<file path="config.mk">
export PLATFORM = sky130hd
export DESIGN_NAME = addr_map_ctrl
export DESIGN_NICKNAME = d
export VERILOG_FILES = /design/src/rtl/addr_map_pkg.sv /design/src/rtl/addr_map_match.sv /design/src/rtl/addr_map_ctrl.sv
export SDC_FILE = /design/constraint.sdc
export NUM_CORES = 2
export LEC_CHECK = 0
export ABC_AREA = 0
export ABC_CLOCK_PERIOD_IN_PS = 3100
export CORE_ASPECT_RATIO = 1.1
export CORE_MARGIN = 3
export CORE_UTILIZATION = 42
export CTS_BUF_LIST = sky130_fd_sc_hd__clkbuf_16
export CTS_CLUSTER_DIAMETER = 120
export CTS_CLUSTER_SIZE = 12
export DETAILED_ROUTE_END_ITERATION = 10
export GPL_ROUTABILITY_DRIVEN = 0
export HOLD_SLACK_MARGIN = 0.08
export SETUP_SLACK_MARGIN = 0.15
export SYNTH_ARGS = -nofsm -noshare
export SYNTH_HDL_FRONTEND = slang
export SYNTH_SLANG_ARGS = --single-unit
</file>
<file path="constraint.sdc">
create_clock -name clk_i -period 3.1 [get_ports clk_i]
set_input_delay 0.465 -clock clk_i [delete_from_list [all_inputs] [get_ports clk_i]]
set_output_delay 0.465 -clock clk_i [all_outputs]
set_load 0.01 [all_outputs]
</file>
<file path="src/rtl/addr_map_pkg.sv">
// Shared types and the reset-time address map for addr_map_ctrl.
// The default table mirrors the SoC memory map; rule n routes to target port n.
package addr_map_pkg;

    localparam int unsigned NumDefaultRules = 13;

    typedef enum logic [1:0] {
        CfgStart = 2'd0,
        CfgEnd   = 2'd1,
        CfgIdx   = 2'd2,
        CfgCtrl  = 2'd3
    } cfg_field_e;

    typedef struct packed {
        logic [63:0] start;
        logic [63:0] end_addr;
        logic [7:0]  idx;
        logic        valid;
        logic        lock;
    } rule_t;

    // end_addr is exclusive
    localparam rule_t DefaultRules [NumDefaultRules] = '{
        '{start: 64'h0000_0000, end_addr: 64'h0000_1000, idx: 8'd0,  valid: 1'b1, lock: 1'b0}, // Debug
        '{start: 64'h0001_0000, end_addr: 64'h0002_0000, idx: 8'd1,  valid: 1'b1, lock: 1'b0}, // ROM
        '{start: 64'h0200_0000, end_addr: 64'h0204_0000, idx: 8'd2,  valid: 1'b1, lock: 1'b0}, // CLINT
        '{start: 64'h0400_0000, end_addr: 64'h0800_0000, idx: 8'd3,  valid: 1'b1, lock: 1'b0}, // PLIC
        '{start: 64'h0300_0000, end_addr: 64'h0300_1000, idx: 8'd4,  valid: 1'b1, lock: 1'b0}, // Regs
        '{start: 64'h1C00_0000, end_addr: 64'h1C10_0000, idx: 8'd5,  valid: 1'b1, lock: 1'b0}, // SPM
        '{start: 64'h0300_2000, end_addr: 64'h0300_3000, idx: 8'd6,  valid: 1'b1, lock: 1'b0}, // UART
        '{start: 64'h0300_3000, end_addr: 64'h0300_4000, idx: 8'd7,  valid: 1'b1, lock: 1'b0}, // I2C
        '{start: 64'h0300_4000, end_addr: 64'h0300_5000, idx: 8'd8,  valid: 1'b1, lock: 1'b0}, // SPI
        '{start: 64'h0300_5000, end_addr: 64'h0300_6000, idx: 8'd9,  valid: 1'b1, lock: 1'b0}, // GPIO
        '{start: 64'h0300_6000, end_addr: 64'h0300_7000, idx: 8'd10, valid: 1'b1, lock: 1'b0}, // SLINK
        '{start: 64'h0300_7000, end_addr: 64'h0300_8000, idx: 8'd11, valid: 1'b1, lock: 1'b0}, // VGA
        '{start: 64'h8000_0000, end_addr: 64'hA000_0000, idx: 8'd12, valid: 1'b1, lock: 1'b0}  // HYAXI
    };

endpackage

</file>
<file path="src/rtl/addr_map_match.sv">
// Combinational priority matcher: lowest-numbered valid rule with start <= addr < end wins.
module addr_map_match #(
    parameter int unsigned NumRules  = 13,
    parameter int unsigned AddrWidth = 64,
    parameter int unsigned IdxWidth  = 4
) (
    input  logic [NumRules-1:0][AddrWidth-1:0] start_i,
    input  logic [NumRules-1:0][AddrWidth-1:0] end_i,
    input  logic [NumRules-1:0][IdxWidth-1:0]  idx_i,
    input  logic [NumRules-1:0]                valid_i,
    input  logic [AddrWidth-1:0]               addr_i,
    output logic [IdxWidth-1:0]                idx_o,
    output logic                               decerr_o
);
    logic [NumRules-1:0] hit;

    // end <= start can never satisfy both compares, so empty rules fall out naturally
    for (genvar g = 0; g < NumRules; g++) begin : g_hit
        assign hit[g] = valid_i[g] && (addr_i >= start_i[g]) && (addr_i < end_i[g]);
    end

    always_comb begin
        idx_o    = '0;
        decerr_o = 1'b1;
        for (int i = NumRules - 1; i >= 0; i--) begin
            if (hit[i]) begin
                idx_o    = idx_i[i];
                decerr_o = 1'b0;
            end
        end
    end
endmodule

</file>
<file path="src/rtl/addr_map_ctrl.sv">
// Programmable address map: rule table, config port and registered lookup result.
// Define ADDR_MAP_CTRL_LOCK_EN to make ctrl bit1 a sticky per-rule write lock.
module addr_map_ctrl #(
    parameter int unsigned NumRules  = 13,
    parameter int unsigned AddrWidth = 64,
    parameter int unsigned IdxWidth  = 4
) (
    input  logic                         clk_i,
    input  logic                         rst_ni,
    input  logic                         cfg_req_i,
    input  logic                         cfg_we_i,
    input  logic [$clog2(NumRules)+1:0]  cfg_sel_i,
    input  logic [63:0]                  cfg_wdata_i,
    output logic                         cfg_gnt_o,
    output logic                         cfg_rvalid_o,
    output logic                         cfg_err_o,
    output logic [63:0]                  cfg_rdata_o,
    input  logic                         lk_valid_i,
    input  logic [AddrWidth-1:0]         lk_addr_i,
    output logic                         lk_ready_o,
    output logic                         lk_valid_o,
    input  logic                         lk_ready_i,
    output logic [IdxWidth-1:0]          lk_idx_o,
    output logic                         lk_decerr_o
);
    import addr_map_pkg::*;

    localparam int unsigned RuleW = $clog2(NumRules);

    logic [NumRules-1:0][AddrWidth-1:0] start_q, start_d, end_q, end_d, def_start, def_end;
    logic [NumRules-1:0][IdxWidth-1:0]  idx_q, idx_d, def_idx;
    logic [NumRules-1:0]                valid_q, valid_d, def_valid;
`ifdef ADDR_MAP_CTRL_LOCK_EN
    logic [NumRules-1:0]                lock_q, lock_d, def_lock;
`endif

    // Reset image; rules beyond the package table come up empty and invalid
    for (genvar g = 0; g < NumRules; g++) begin : g_def
        if (g < NumDefaultRules) begin : g_tab
            assign def_start[g] = AddrWidth'(DefaultRules[g].start);
            assign def_end[g]   = AddrWidth'(DefaultRules[g].end_addr);
            assign def_idx[g]   = IdxWidth'(DefaultRules[g].idx);
            assign def_valid[g] = DefaultRules[g].valid;
`ifdef ADDR_MAP_CTRL_LOCK_EN
            assign def_lock[g]  = DefaultRules[g].lock;
`endif
        end else begin : g_empty
            assign def_start[g] = '0;
            assign def_end[g]   = '0;
            assign def_idx[g]   = '0;
            assign def_valid[g] = 1'b0;
`ifdef ADDR_MAP_CTRL_LOCK_EN
            assign def_lock[g]  = 1'b0;
`endif
        end
    end

    logic [RuleW-1:0] rule_sel;
    cfg_field_e       field;
    logic             in_range, locked, lock_rd, wr_en;

    assign rule_sel  = cfg_sel_i[RuleW+1:2];
    assign field     = cfg_field_e'(cfg_sel_i[1:0]);
    assign in_range  = 32'(rule_sel) < NumRules;
    assign cfg_gnt_o = cfg_req_i;
`ifdef ADDR_MAP_CTRL_LOCK_EN
    assign locked  = in_range && lock_q[rule_sel];
    assign lock_rd = lock_q[rule_sel];
`else
    assign locked  = 1'b0;
    assign lock_rd = 1'b0;
`endif
    assign wr_en = cfg_req_i && cfg_we_i && in_range && !locked;

    always_comb begin
        start_d = start_q;
        end_d   = end_q;
        idx_d   = idx_q;
        valid_d = valid_q;
`ifdef ADDR_MAP_CTRL_LOCK_EN
        lock_d  = lock_q;
`endif
        if (wr_en) begin
            case (field)
                CfgStart: start_d[rule_sel] = cfg_wdata_i[AddrWidth-1:0];
                CfgEnd:   end_d[rule_sel]   = cfg_wdata_i[AddrWidth-1:0];
                CfgIdx:   idx_d[rule_sel]   = cfg_wdata_i[IdxWidth-1:0];
                default: begin
                    valid_d[rule_sel] = cfg_wdata_i[0];
`ifdef ADDR_MAP_CTRL_LOCK_EN
                    lock_d[rule_sel]  = cfg_wdata_i[1];
`endif
                end
            endcase
        end
    end

    logic        cfg_rvalid_q, cfg_rvalid_d, cfg_err_q, cfg_err_d;
    logic [63:0] cfg_rdata_q, cfg_rdata_d;

    always_comb begin
        cfg_rvalid_d = cfg_req_i;
        cfg_err_d    = cfg_req_i && (!in_range || (cfg_we_i && locked));
        cfg_rdata_d  = '0;
        if (cfg_req_i && !cfg_we_i && in_range) begin
            case (field)
                CfgStart: cfg_rdata_d = 64'(start_q[rule_sel]);
                CfgEnd:   cfg_rdata_d = 64'(end_q[rule_sel]);
                CfgIdx:   cfg_rdata_d = 64'(idx_q[rule_sel]);
                default:  cfg_rdata_d = {62'd0, lock_rd, valid_q[rule_sel]};
            endcase
        end
    end

    logic [IdxWidth-1:0] m_idx, lk_idx_q, lk_idx_d;
    logic                m_decerr, lk_decerr_q, lk_decerr_d, lk_valid_q, lk_valid_d;

    // Matcher sees the pre-write table, so a same-cycle cfg write only affects later lookups
    addr_map_match #(
        .NumRules (NumRules),
        .AddrWidth(AddrWidth),
        .IdxWidth (IdxWidth)
    ) u_match (
        .start_i (start_q),
        .end_i   (end_q),
        .idx_i   (idx_q),
        .valid_i (valid_q),
        .addr_i  (lk_addr_i),
        .idx_o   (m_idx),
        .decerr_o(m_decerr)
    );

    assign lk_ready_o = !lk_valid_q || lk_ready_i;

    always_comb begin
        lk_valid_d  = lk_valid_q;
        lk_idx_d    = lk_idx_q;
        lk_decerr_d = lk_decerr_q;
        if (lk_valid_i && lk_ready_o) begin
            lk_valid_d  = 1'b1;
            lk_idx_d    = m_idx;
            lk_decerr_d = m_decerr;
        end else if (lk_ready_i) begin
            lk_valid_d  = 1'b0;
        end
    end

    always_ff @(posedge clk_i or negedge rst_ni) begin
        if (!rst_ni) begin
            start_q      <= def_start;
            end_q        <= def_end;
            idx_q        <= def_idx;
            valid_q      <= def_valid;
`ifdef ADDR_MAP_CTRL_LOCK_EN
            lock_q       <= def_lock;
`endif
            cfg_rvalid_q <= 1'b0;
            cfg_err_q    <= 1'b0;
            cfg_rdata_q  <= '0;
            lk_valid_q   <= 1'b0;
            lk_idx_q     <= '0;
            lk_decerr_q  <= 1'b0;
        end else begin
            start_q      <= start_d;
            end_q        <= end_d;
            idx_q        <= idx_d;
            valid_q      <= valid_d;
`ifdef ADDR_MAP_CTRL_LOCK_EN
            lock_q       <= lock_d;
`endif
            cfg_rvalid_q <= cfg_rvalid_d;
            cfg_err_q    <= cfg_err_d;
            cfg_rdata_q  <= cfg_rdata_d;
            lk_valid_q   <= lk_valid_d;
            lk_idx_q     <= lk_idx_d;
            lk_decerr_q  <= lk_decerr_d;
        end
    end

    assign cfg_rvalid_o = cfg_rvalid_q;
    assign cfg_err_o    = cfg_err_q;
    assign cfg_rdata_o  = cfg_rdata_q;
    assign lk_valid_o   = lk_valid_q;
    assign lk_idx_o     = lk_idx_q;
    assign lk_decerr_o  = lk_decerr_q;
endmodule
</file>
==> impl_metrics.csv <==
group,metric,value,unit
status,status,"finished with violations",
status,violations,"setup timing",
power,power,68.8,mW
floorplan,die_w,512,um
cts,cts_buffers,177,
timing,fin_crit,3.73,ns
critical_path,path_cells,"clkdlybuf4s50_1, buf_12, buf_4, ha_1, a21oi_1, o21ai_0, a221oi_1, buf_4, nor2_1, a21oi_1, and4_4, a221oi_4, o311ai_4, a211oi_2, o31ai_1",
floorplan,dieArea,288000,um2
timing,finalMaxSlewViolations,0,
critical_path,cp.arrival,4.50,ns
cts,clock_path_buffers,4,
cts,cts_htree_levels,4,
synthesis,synth_area,118000,um2
critical_path,crit_type,"in -> reg",
grt,grt.total_usage,31.7,%
timing,clock.fmax,0.268,GHz
routing,detail_route.wl_per_cell,25.2,um
synthesis,avgSynthCellArea,9.22,um2
timing,setup_tns,-2.73,ns
routing,drc,0,
layout,area_growth,25.1,%
grt,grt_max_degree,109,
floorplan,die_y,563,um
critical_path,worstPathMaxFanout,12,
power,p_leak,73.4,nW
grt,grt_pass1_wl,687000,um
synthesis,synth_top_flop_cell,"dfrtp_1",
timing,finalHoldViolations,0,
synthesis,synth_edf_count,0,
floorplan,ios,214,
timing,rsz0062_at_grt,"true",
synthesis,synth_cell_types,80,
routing,dr_wl_met3,42000,um
critical_path,r2r_slack,-0.62,ns
floorplan,num_rows,203,
timing,setup_violations,5,
routing,met1_length,196000,um
placed_design,dp.cells,18200,
power,power.density,464,nW/um2
routing,first_pass_iters,7,
routing,via_per_inst,5.72,
cts,clk_pin_slew,0.08,ns
cts,tritoncts,"yes",
timing,clock_skew,0.0592,ns
synthesis,synth_fp_nets,14600,
synthesis,synthCells,12800,
layout,nNetsFinal,16500,
run,drv_cap,0,
timing,setup_slack,-0.631,ns
cts,clock-sinks,1801,
cts,clkLatencyLatePin,0.88,ns
floorplan,start_util,42.4,%
cts,clock-root-buffer,"clkbuf_16",
routing,drt_wl_total,465000,um
critical_path,critPathTopFamily,"compound AO/OA/AOI/OAI gates",
critical_path,critPathBufInv,4,
routing,top_layer_used,"met5",
critical_path,cp-start-kind,"input port",
power,vdd_ir_drop_max,0.433,mV
timing,fin_crit_sh,120,%
placed_design,pre_cts_ws,-2.38,ns
synthesis,yosys_warnings,0,
routing,ant_nets,0,
placed_design,io_buffer_count,213,
layout,instances_no_fill,18500,
critical_path,max_stage_delay,0.62,ns
routing,drt_iter0_drc,11000,
worst_hold_path,hold_path.class,"in -> reg",
critical_path,cpMaxStageDelayCell,"a21oi_1",
layout,fin_util,53.0,%
grt,grt_pass1_vias,104000,
placed_design,dp_hpwl,356000,um
grt,gr-total-overflow,0,
synthesis,async_flop_share,100,%
routing,met2_length,202000,um
routing,via_count,106000,
timing,tightest_slew,1.15,ns
critical_path,required,3.87,ns
timing,slew-limit-headroom,23.6,%
floorplan,core_area,279000,um2
synthesis,ys_seq_area_share,38.2,%
grt,antenna_found_initial,20,
synthesis,ys_ff_latch,1801,
layout,drive_above_1_share,21.7,%
critical_path,worstSetupEndpointType,"flip-flop",
layout,fillers,25400,
[stage by stage]
step	cell area (um2)	hold slack, ns
global route	148000	0.167
finish	148000	0.160
floorplan	119000	0.169
global placement	141000	0.432
detailed placement	141000	0.430
CTS	148000	0.121
[per-layer routing]
metal,vias to the layer above,global-route usage [%]
met5,-,0
met4,10,14.8
met3,904,6.54
met2,4632,48.2
met1,51700,43.5
li1,48500,-
[flip-flops by register name, indices dropped and copies added, names as in the netlist]
| register | count |
|---|---|
| cfg_err_o | 1 |
| valid_q | 13 |
| lk_idx_o | 4 |
| cfg_rdata_o | 64 |
| idx_q | 52 |
| lk_valid_o | 1 |
| start_q | 832 |
| lk_decerr_o | 1 |
| cfg_rvalid_o | 1 |
| end_q | 832 |
[worst paths after layout]
check                         startpoint           end  cells past startpoint
hold / removal                 cfg_req_i  cfg_rvalid_o                      1
max in group asynchronous         rst_ni  start_q[397]                      4
setup reg to reg              end_q[825]   lk_idx_o[1]                     15
setup / recovery           lk_addr_i[33]   lk_idx_o[1]                     15
hold reg to reg             start_q[653]  start_q[653]                      2
min in group asynchronous         rst_ni  start_q[554]                      2
[worst register-to-register path, delay by kind of cell (launching register included)]
kind                       cells  cell delay [ns]
and+or+nand+nor                5             1.28
AOI/OAI and AO/OA              6             1.23
buffers and inverters          3             0.43
DFF                            1             0.38
adders and majority gates      1             0.27
[power breakdown]
part | switching (mW) | internal [mW] | leakage [nW]
Sequential | 1.61 | 26.3 | 17.9
Combinational | 11.3 | 9.30 | 52.8
Clock | 10.0 | 10.3 | 2.66
Total | 22.9 | 45.9 | 73.4
[cells in the mapped netlist, types with 18 or more instances]
master     instances  area [um2]
ha_1            1651       20700
dfrtp_1         1697       42500
a21oi_1          467        2340
dfstp_2          104        2730
a221oi_1          97         850
o21a_1            48         360
nand4_1          243        1520
nor2b_1           39         244
mux2_2            83         935
nor3_1            68         340
a221o_1           21         210
buf_1             91         342
o31ai_1           18         135
o211ai_1          57         428
a2111oi_0         26         228
and3_1            22         138
o2111ai_1         21         184
nor4_1            55         344
a211o_1           24         210
and4_1            34         298
nand2_1         2010        7540
mux2i_1          135        1350
inv_1           1698        6370
nand2b_1          31         194
clkbuf_1         615        2310
a211oi_1         234        1760
mux4_2           400        9010
a31oi_1           27         169
nor2_1           320        1200
o21ai_0         1982        9920
a21o_1           179        1340
nand3_1          144         721
[area by class of cell]
type | instances | area [um2] | share of cell area [%]
antenna | 11 | 27.5 | 0.0186
clock buffer | 178 | 4450 | 3.01
clock inverter | 89 | 380 | 0.257
inverter | 1698 | 6380 | 4.31
multi-input combinational | 8622 | 65900 | 44.5
sequential | 1801 | 45200 | 30.5
tap | 3690 | 4620 | 3.12
timing repair buffer | 2394 | 21200 | 14.3
[cell families after synthesis]
kind of cell / after synthesis / share of synthesized area, %
multiplexers: 618 / 9.54
adder cells (fa/ha/maj): 1651 / 17.4
buffers and inverters: 2414 / 7.67
flip-flops: 1801 / 38.2
AO/OA/AOI/OAI: 3314 / 16.1
AND/OR/NAND/NOR: 3039 / 11.1
[timing repair]
item                                    4_1_cts  5_1_grt
pin swaps                                    79       37
endpoints found under the setup margin        5        5
resized for setup                           197       76
hold buffers                                  3        0
hold endpoints to repair                    752        0
buffers inserted                             24       19
cloned                                        0        0
[placed cells by master (no fill, tap or decap), drive strengths merged, types with 13 or more instances in the layout]
| cell | n |
|---|---|
| a221o | 21 |
| clkbuf | 179 |
| o21a | 48 |
| buf | 2188 |
| o221ai | 17 |
| o211ai | 57 |
| nand2 | 2010 |
| and2 | 13 |
| dfrtp | 1697 |
| mux2 | 83 |
| nor2 | 320 |
| a211o | 24 |
| a21oi | 467 |
| a2111oi | 26 |
| o2111ai | 21 |
| a221oi | 97 |
| nor2b | 40 |
| mux2i | 135 |
| nor3 | 69 |
| ha | 1651 |
| nand4 | 243 |
| a21o | 179 |
| o31ai | 18 |
| nand3 | 144 |
| a211oi | 235 |
| o21ai | 1984 |
| dfstp | 104 |
| nor4 | 56 |
| inv | 1782 |
| and4 | 35 |
| or3 | 13 |
| or4 | 13 |
| and3 | 22 |
| mux4 | 400 |
| a31oi | 27 |
| nand2b | 31 |
| clkdlybuf4s50 | 197 |
(Power assumes the default switching activity.)
